`config.mk`:
```
export PLATFORM = sky130hd
export DESIGN_NAME = tri_hit_scanner
export DESIGN_NICKNAME = d
export VERILOG_FILES = /design/src/rtl/tri_pkg.sv /design/src/rtl/tri_edge_eval.sv /design/src/rtl/tri_hit_scanner.sv
export SDC_FILE = /design/constraint.sdc
export NUM_CORES = 2
export LEC_CHECK = 0
export ABC_AREA = 0
export CAP_MARGIN = 20
export CELL_PAD_IN_SITES_DETAIL_PLACEMENT = 0
export CELL_PAD_IN_SITES_GLOBAL_PLACEMENT = 1
export CORE_MARGIN = 10
export CORE_UTILIZATION = 54
export DETAILED_ROUTE_END_ITERATION = 10
export DONT_BUFFER_PORTS = 1
export PLACE_DENSITY = 0.91
export SLEW_MARGIN = 20
export SYNTH_ARGS = -nofsm -noshare
export SYNTH_HDL_FRONTEND = slang
export SYNTH_SLANG_ARGS = --single-unit
```
`constraint.sdc`:
```
create_clock -name clk -period 8.45 [get_ports clk]
set_clock_uncertainty 0.1 [all_clocks]
set_input_delay 1.69 -clock clk [delete_from_list [all_inputs] [get_ports clk]]
set_output_delay 1.69 -clock clk [all_outputs]
set_load 0.02 [all_outputs]
```
`src/rtl/tri_pkg.sv`:
```
// ============================================================================
//  Module      : tri_pkg
//  Description : Shared types and width-derivation helpers for the
//                triangle hit scanner (FSM state encoding, coordinate and
//                triangle record layouts, datapath width functions).
//  Revision    : 1.0  initial release
// ============================================================================
`default_nettype none

package tri_pkg;

  // Scanner control states.
  typedef enum logic [1:0] {
    ST_IDLE = 2'd0,
    ST_SCAN = 2'd1,
    ST_DONE = 2'd2
  } state_e;

  // Widest supported coordinate; narrower coordinates sign-extend into it.
  localparam int MAX_COORD_W = 16;
  localparam int NUM_VERTS   = 3;
  localparam int NUM_FIELDS  = 2 * NUM_VERTS;

  typedef logic signed [MAX_COORD_W-1:0] coord_t;

  typedef struct packed {
    coord_t x;
    coord_t y;
  } point_t;

  typedef struct packed {
    point_t p1;
    point_t p2;
    point_t p3;
  } tri_t;

  function automatic int tri_idx_w(input int n);
    return (n <= 1) ? 1 : $clog2(n);
  endfunction

  // Difference of two signed coordinates needs one extra bit.
  function automatic int tri_diff_w(input int cw);
    return cw + 1;
  endfunction

  // Product of two differences.
  function automatic int tri_prod_w(input int cw);
    return 2 * cw + 2;
  endfunction

  // Difference of two products: one more bit keeps it exact.
  function automatic int tri_edge_w(input int cw);
    return 2 * cw + 3;
  endfunction

  // LSB of a coordinate field in the packed {P1X,P1Y,P2X,P2Y,P3X,P3Y} word;
  // field 0 is P1X (most significant).
  function automatic int tri_field_lsb(input int field, input int cw);
    return (NUM_FIELDS - 1 - field) * cw;
  endfunction

endpackage : tri_pkg

`default_nettype wire

```
`src/rtl/tri_edge_eval.sv`:
```
// ============================================================================
//  Module      : tri_edge_eval
//  Description : Two-stage pipelined edge function
//                  e(A,B) = (PX-BX)*(AY-BY) - (AX-BX)*(PY-BY)
//                Stage 1 registers the four differences, stage 2 registers
//                the exact signed result.
//  Ports       : clk          - clock
//                i_px, i_py   - query point (signed COORD_W)
//                i_ax, i_ay   - edge start vertex A (signed COORD_W)
//                i_bx, i_by   - edge end vertex B (signed COORD_W)
//                o_e          - registered e, signed 2*COORD_W+3 bits
//  Revision    : 1.0  initial release
// ============================================================================
`default_nettype none

module tri_edge_eval
  import tri_pkg::*;
#(
  parameter  int COORD_W = 12,
  localparam int EDGE_W  = tri_edge_w(COORD_W)
) (
  input  logic               clk,
  input  logic [COORD_W-1:0] i_px,
  input  logic [COORD_W-1:0] i_py,
  input  logic [COORD_W-1:0] i_ax,
  input  logic [COORD_W-1:0] i_ay,
  input  logic [COORD_W-1:0] i_bx,
  input  logic [COORD_W-1:0] i_by,
  output logic [EDGE_W-1:0]  o_e
);

  localparam int DIFF_W = tri_diff_w(COORD_W);
  localparam int PROD_W = tri_prod_w(COORD_W);

  logic signed [DIFF_W-1:0] r_dpx, r_day, r_dax, r_dpy;
  logic signed [PROD_W-1:0] w_prod_a, w_prod_b;
  logic signed [EDGE_W-1:0] w_e;

  // Stage 1: sign-extend by one bit so the differences are exact.
  always_ff @(posedge clk) begin
    r_dpx <= {i_px[COORD_W-1], i_px} - {i_bx[COORD_W-1], i_bx};
    r_day <= {i_ay[COORD_W-1], i_ay} - {i_by[COORD_W-1], i_by};
    r_dax <= {i_ax[COORD_W-1], i_ax} - {i_bx[COORD_W-1], i_bx};
    r_dpy <= {i_py[COORD_W-1], i_py} - {i_by[COORD_W-1], i_by};
  end

  // Stage 2: operands are widened (signed) before multiplying.
  assign w_prod_a = PROD_W'(r_dpx) * PROD_W'(r_day);
  assign w_prod_b = PROD_W'(r_dax) * PROD_W'(r_dpy);
  assign w_e      = EDGE_W'(w_prod_a) - EDGE_W'(w_prod_b);

  always_ff @(posedge clk) begin
    o_e <= w_e;
  end

endmodule : tri_edge_eval

`default_nettype wire

```
`src/rtl/tri_hit_scanner.sv`:
```
// ============================================================================
//  Module      : tri_hit_scanner
//  Description : Point-in-triangle scanner. Holds a table of NUM_TRI
//                triangles; each accepted query point is tested against
//                every valid entry (one entry per cycle through a 2-stage
//                edge pipeline) and a hit mask plus lowest-hit index is
//                returned over a valid/ready handshake.
//  Ports       : clk, rst            - clock, synchronous active-high reset
//                tri_we/waddr/wdata  - table write {P1X,P1Y,P2X,P2Y,P3X,P3Y}
//                tri_clr             - clear all entry-valid bits
//                q_valid/q_ready     - query handshake, q_x/q_y query point
//                r_valid/r_ready     - result handshake
//                r_hit_mask, r_any, r_first - result
//                busy                - high whenever not IDLE
//  Config      : TRI_EDGE_EXCL_EN - when defined, points exactly on an edge
//                miss (strict inequalities); default is edge-inclusive.
//  Revision    : 1.0  initial release
// ============================================================================
`default_nettype none

module tri_hit_scanner
  import tri_pkg::*;
#(
  parameter  int COORD_W = 12,
  parameter  int NUM_TRI = 4,
  localparam int IDX_W   = tri_idx_w(NUM_TRI)
) (
  input  logic                      clk,
  input  logic                      rst,
  input  logic                      tri_we,
  input  logic [IDX_W-1:0]          tri_waddr,
  input  logic [NUM_FIELDS*COORD_W-1:0] tri_wdata,
  input  logic                      tri_clr,
  input  logic                      q_valid,
  output logic                      q_ready,
  input  logic [COORD_W-1:0]        q_x,
  input  logic [COORD_W-1:0]        q_y,
  output logic                      r_valid,
  input  logic                      r_ready,
  output logic [NUM_TRI-1:0]        r_hit_mask,
  output logic                      r_any,
  output logic [IDX_W-1:0]          r_first,
  output logic                      busy
);

  localparam int ENTRY_W = NUM_FIELDS * COORD_W;
  localparam int EDGE_W  = tri_edge_w(COORD_W);
  localparam logic [IDX_W-1:0] LAST_IDX = IDX_W'(NUM_TRI - 1);

  state_e             r_state;
  logic [ENTRY_W-1:0] r_table [NUM_TRI];
  logic [NUM_TRI-1:0] r_ent_vld;
  logic [COORD_W-1:0] r_qx, r_qy;
  logic [IDX_W-1:0]   r_idx;
  logic               r_issuing;
  logic               r_s1_vld, r_s1_ev, r_s2_vld, r_s2_ev;
  logic [IDX_W-1:0]   r_s1_idx, r_s2_idx;

  logic [NUM_TRI-1:0] w_ent_vld_next;
  logic [ENTRY_W-1:0] w_entry;
  logic [COORD_W-1:0] w_vx [NUM_VERTS];
  logic [COORD_W-1:0] w_vy [NUM_VERTS];
  logic [EDGE_W-1:0]  w_e  [NUM_VERTS];
  logic [NUM_VERTS-1:0] w_pos, w_neg, w_zero;
  logic               w_geom_hit, w_hit;
  logic [NUM_TRI-1:0] w_mask_next;
  logic [IDX_W-1:0]   w_first_next;

  // Coordinate storage is intentionally not reset; only valid bits are.
  always_ff @(posedge clk) begin
    if (tri_we && r_state == ST_IDLE) begin
      for (int k = 0; k < NUM_TRI; k++) begin
        if (tri_waddr == IDX_W'(k)) r_table[k] <= tri_wdata;
      end
    end
  end

  // Clear first, then set, so clr+we leaves only the written entry valid.
  always_comb begin
    w_ent_vld_next = tri_clr ? '0 : r_ent_vld;
    if (tri_we) begin
      for (int k = 0; k < NUM_TRI; k++) begin
        if (tri_waddr == IDX_W'(k)) w_ent_vld_next[k] = 1'b1;
      end
    end
  end

  assign w_entry = r_table[r_idx];

  generate
    for (genvar g = 0; g < NUM_VERTS; g++) begin : g_vert
      assign w_vx[g] = w_entry[tri_field_lsb(2*g,   COORD_W) +: COORD_W];
      assign w_vy[g] = w_entry[tri_field_lsb(2*g+1, COORD_W) +: COORD_W];
    end

    // Edges (P1,P2), (P2,P3), (P3,P1).
    for (genvar g = 0; g < NUM_VERTS; g++) begin : g_edge
      tri_edge_eval #(
        .COORD_W (COORD_W)
      ) u_edge (
        .clk  (clk),
        .i_px (r_qx),
        .i_py (r_qy),
        .i_ax (w_vx[g]),
        .i_ay (w_vy[g]),
        .i_bx (w_vx[(g+1) % NUM_VERTS]),
        .i_by (w_vy[(g+1) % NUM_VERTS]),
        .o_e  (w_e[g])
      );
      assign w_neg[g]  = w_e[g][EDGE_W-1];
      assign w_zero[g] = (w_e[g] == '0);
      assign w_pos[g]  = ~w_neg[g] & ~w_zero[g];
    end
  endgenerate

`ifdef TRI_EDGE_EXCL_EN
  assign w_geom_hit = (&w_pos) | (&w_neg);
`else
  // All three zero only happens for a zero-area triangle (the edge values
  // sum to twice the signed area), which must never report a hit.
  assign w_geom_hit = ((&(w_pos | w_zero)) | (&(w_neg | w_zero))) & ~(&w_zero);
`endif

  assign w_hit = w_geom_hit & r_s2_ev;

  always_comb begin
    w_mask_next = r_hit_mask;
    for (int k = 0; k < NUM_TRI; k++) begin
      if (r_s2_idx == IDX_W'(k)) w_mask_next[k] = w_hit;
    end
  end

  always_comb begin
    w_first_next = '0;
    for (int k = NUM_TRI - 1; k >= 0; k--) begin
      if (w_mask_next[k]) w_first_next = IDX_W'(k);
    end
  end

  always_ff @(posedge clk) begin
    if (rst) begin
      r_state    <= ST_IDLE;
      q_ready    <= 1'b1;
      busy       <= 1'b0;
      r_valid    <= 1'b0;
      r_hit_mask <= '0;
      r_any      <= 1'b0;
      r_first    <= '0;
      r_ent_vld  <= '0;
      r_qx       <= '0;
      r_qy       <= '0;
      r_idx      <= '0;
      r_issuing  <= 1'b0;
      r_s1_vld   <= 1'b0;
      r_s1_ev    <= 1'b0;
      r_s1_idx   <= '0;
      r_s2_vld   <= 1'b0;
      r_s2_ev    <= 1'b0;
      r_s2_idx   <= '0;
    end else begin
      case (r_state)
        ST_IDLE: begin
          r_ent_vld <= w_ent_vld_next;
          r_s1_vld  <= 1'b0;
          r_s2_vld  <= 1'b0;
          if (q_valid) begin
            r_state    <= ST_SCAN;
            q_ready    <= 1'b0;
            busy       <= 1'b1;
            r_qx       <= q_x;
            r_qy       <= q_y;
            r_idx      <= '0;
            r_issuing  <= 1'b1;
            r_hit_mask <= '0;
          end
        end

        ST_SCAN: begin
          r_s1_vld <= r_issuing;
          r_s1_idx <= r_idx;
          r_s1_ev  <= r_ent_vld[r_idx];
          if (r_issuing) begin
            r_idx <= r_idx + 1'b1;
            if (r_idx == LAST_IDX) r_issuing <= 1'b0;
          end
          r_s2_vld <= r_s1_vld;
          r_s2_idx <= r_s1_idx;
          r_s2_ev  <= r_s1_ev;
          if (r_s2_vld) begin
            r_hit_mask <= w_mask_next;
            if (r_s2_idx == LAST_IDX) begin
              r_state <= ST_DONE;
              r_valid <= 1'b1;
              r_any   <= |w_mask_next;
              r_first <= w_first_next;
            end
          end
        end

        ST_DONE: begin
          if (r_ready) begin
            r_state <= ST_IDLE;
            r_valid <= 1'b0;
            q_ready <= 1'b1;
            busy    <= 1'b0;
          end
        end

        default: begin
          r_state <= ST_IDLE;
          q_ready <= 1'b1;
          busy    <= 1'b0;
          r_valid <= 1'b0;
        end
      endcase
    end
  end

endmodule : tri_hit_scanner

`default_nettype wire

```
==> results.py <==
metrics = {
    "run_status": {
        "outcome": "complete, no violations",
    },
    "route": {
        "ant_nets": 0,
        "detailed_route_via_count": 41577,
        "postRouteWirelength_mm": 162,
        "drcViolationCount": 0,
        "routed_via_density": 5.42,
        "detail_route.wl_per_cell_microns": 21.1,
        "met2_wirelength_mm": 76.9,
        "detail_route.first_pass.iterations": 5,
        "wl_met3_mm": 12.5,
        "routedLengthMet1_mm": 66.0,
        "violation_count_after_the_first_detailed_routing_iteration": 2754,
        "topRoutingLayerUsed": "met5",
    },
    "worst_setup_path": {
        "cp.arrival_ns": 8.06,
        "critical_path_buf_inv_count": 4,
        "crit_path_max_fanout": 13,
        "end_kind": "flop",
        "criticalPathCategory": "reg -> reg",
        "timing.critical_path.mode_cell": "fa_1",
        "critical_path.cell_chain": "nand2_1, fa_1, inv_1, fa_1, inv_1, fa_1, fa_1, fa_1, fa_1, inv_1, fa_1, inv_1, ha_1, o21ai_0, o21ai_0, nand2_1, o21ai_0, a31oi_1, o21ai_0, a21oi_1, xnor2_1",
        "reg2reg_from": "g_edge[1].u_edge.r_dpy[2]",
        "cp_slowest_stage_delay_ns": 0.79,
        "worst_setup_path_startpoint": "g_edge[1].u_edge.r_dpy[2]",
        "worstSetupStartpointType": "flop",
        "required_ns": 8.87,
        "cp_slowest_cell": "dfxtp_1",
        "critPathTopFamily": "adder cells",
    },
    "placement": {
        "placement.io_buffers": 0,
        "dp_worst_setup_slack_ns": 0.942,
        "finalWeightedCongestion": 0.941,
        "hpwl_mm": 134,
        "placedInstanceArea_sq_um": 65800,
    },
    "logic_synthesis": {
        "netlist_instances": 6170,
        "yosys.cell_types.count": 58,
        "synth_area_leaders": "fa_1 36%, edfxtp_1 13%, ha_1 9.8%, dfxtp_1 9.0%, inv_1 8.6%",
        "postSynth.asyncResetShare_pct": 0,
        "synth-warning-count": 0,
        "syn_avg_cell_area_sq_um": 10.4,
        "mappedNetlistNets": 7949,
        "synth_enable_flop_cells": 288,
        "yosys_reg_bits": 578,
        "synth.cell_area_sq_um": 64400,
        "seq_area_frac_synth_pct": 22.5,
        "post-synth-top-area-fraction_pct": 36.5,
        "yosys_most_used_dff": "dfxtp_1",
        "cell_taking_the_most_area_after_synthesis": "fa_1",
    },
    "sta": {
        "final.min_clock_period_ns": 7.63,
        "layout_setup_ws_ns": 0.816,
        "rsz_0062_raised_after_global_routing": "no",
        "finalSetupTns_ns": 0,
        "timing_max_transition_violations_final": 0,
        "timing.final.hold_violations": 0,
        "tightest_slew_ns": 0.966,
        "timing.max_slew.rel_slack_pct": 35.0,
        "finalHoldWorstSlack_ns": 0.356,
        "layout_worst_path_cycle_share_pct": 90.3,
        "fmaxAchievable_mhz": 131,
        "final-setup-viol-count": 0,
    },
    "clock_tree": {
        "tritoncts.num_buffers": 68,
        "cts.sinks": 578,
        "cts_tree": "done",
        "hold_buffers": 0,
        "htreeDepth": 3,
        "cts_repair_resize_count": 0,
        "clkSlewWorstSetupHoldPaths_ns": 0.07,
        "worst_skew_pair.late_latency_ns": 0.66,
        "cts-root-buf": "clkbuf_16",
        "post_cts_buffers": 0,
        "cts-root-to-sink-buffers": 3,
    },
    "grt": {
        "grt_start_max_net_pins": 59,
        "grt_pass1_vias": 45377,
        "gr-total-overflow": 0,
        "antenna_found_initial": 15,
        "first_pass_grt_wire_length_mm": 259,
        "globalRouteTotalUtil_pct": 25.3,
    },
    "cells_and_area": {
        "mostFrequentLayoutCell": "inv_1",
        "top_library_cells_by_usage_in_the_layout_fill_and_taps_aside": "1473 x inv_1, 1173 x fa_1, 593 x and2_1",
        "area_delta_synth_final_pct": 5.84,
        "final_layout_size_suffix_gt1_share_pct": 3.60,
        "postLayoutCellArea_sq_um": 68100,
        "register_area_sq_um": 14500,
        "fin_nets": 7857,
        "multiInputGateArea_sq_um": 43700,
        "final.fill_count": 9899,
    },
    "min_path": {
        "hold_class": "reg -> reg",
        "timing.hold.worst.start": "r_s1_idx[1]",
    },
    "die": {
        "die_x_microns": 365,
        "chipHeight_microns": 365,
        "die_area_sq_um": 133000,
        "floorplan.rows": 126,
        "core_sq_um": 118000,
        "initial_core_util_pct": 54.4,
        "io_pins": 114,
    },
    "flow_run": {
        "max-cap-violations": 0,
    },
}
## routing by layer
layer	vias to the layer above	GRT usage, %
li1	18521	-
met1	21479	32.9
met2	1278	41.4
met3	283	5.90
met4	16	9.19
met5	-	0
## stage by stage
stage / util, % / instances
floorplan: - / 6170
global placement: 55.6 / 7543
detailed placement: 55.6 / 7544
CTS: 57.6 / 7669
global route: 57.6 / 7669
finish: 57.6 / 7674
## kinds of logic after synthesis
kind of cell	Yosys count	synth area share [%]
adders and majority gates	1675	46.2
buffers and inverters	1657	9.66
muxes	73	2.55
xor gates and xnor gates	188	2.56
DFF	578	22.5
AOI/OAI and AO/OA	441	4.31
and+or+nand+nor	1558	12.2
## synth_stat cells (all sizes together), types with 12 or more instances
| master | count |
|---|---|
| nand2b | 31 |
| a21o | 45 |
| nand2 | 502 |
| xnor2 | 140 |
| o21ai | 115 |
| ha | 502 |
| fa | 1173 |
| clkbuf | 176 |
| a211o | 12 |
| inv | 1473 |
| o21a | 14 |
| and2 | 593 |
| a211oi | 18 |
| nor4 | 20 |
| nor2b | 97 |
| edfxtp | 288 |
| a31oi | 13 |
| xor2 | 48 |
| o21bai | 14 |
| nor3 | 24 |
| dfxtp | 290 |
| nand3 | 28 |
| mux4 | 73 |
| a21oi | 127 |
| nor2 | 227 |
| and3 | 13 |
| a21boi | 38 |
## tightest hold or removal path, delay by kind of cell, from the launching register on
family,cells,cell delay [ns]
AND/OR/NAND/NOR,1,0.05
flip-flops,1,0.31
AO/OA/AOI/OAI,1,0.05
## worst paths after layout
| kind | to | slack (ns) | cells past startpoint |
|---|---|---|---|
| setup reg to reg | g_edge[1].u_edge.o_e[26] | 0.82 | 21 |
| hold reg to reg | r_s1_idx[1] | 0.36 | 2 |
| setup / recovery | g_edge[1].u_edge.o_e[26] | 0.82 | 21 |
| hold / removal | r_s1_idx[1] | 0.36 | 2 |
## cell type report
class	count	share of cell area, %
antenna	5	0.0184
clock buffer	85	2.68
clock inverter	40	0.729
inverter	1474	8.12
multi-input combinational	3935	64.2
sequential	578	21.2
tap	1536	2.82
timing repair buffer	21	0.242
## sequential cells by signal, indices dropped and copies added, names as in the netlist, named ones only
| name | cells |
|---|---|
| g_edge.u_edge.r_dpy | 39 |
| r_qx | 12 |
| g_edge.u_edge.o_e | 81 |
| r_state | 2 |
| r_any | 1 |
| busy | 1 |
| g_edge.u_edge.r_dax | 39 |
| r_idx | 2 |
| r_s1_ev | 1 |
| r_s2_vld | 1 |
| r_s2_ev | 1 |
| r_hit_mask | 4 |
| r_valid | 1 |
| r_s1_idx | 2 |
| q_ready | 1 |
| g_edge.u_edge.r_dpx | 39 |
| r_s1_vld | 1 |
| r_qy | 12 |
| r_table | 288 |
| r_issuing | 1 |
| r_s2_idx | 2 |
| g_edge.u_edge.r_day | 39 |
| r_ent_vld | 4 |
| r_first | 2 |
Power is not shown: default switching activity piles up to over one toggle a cycle in this logic, so the estimate is an artifact.
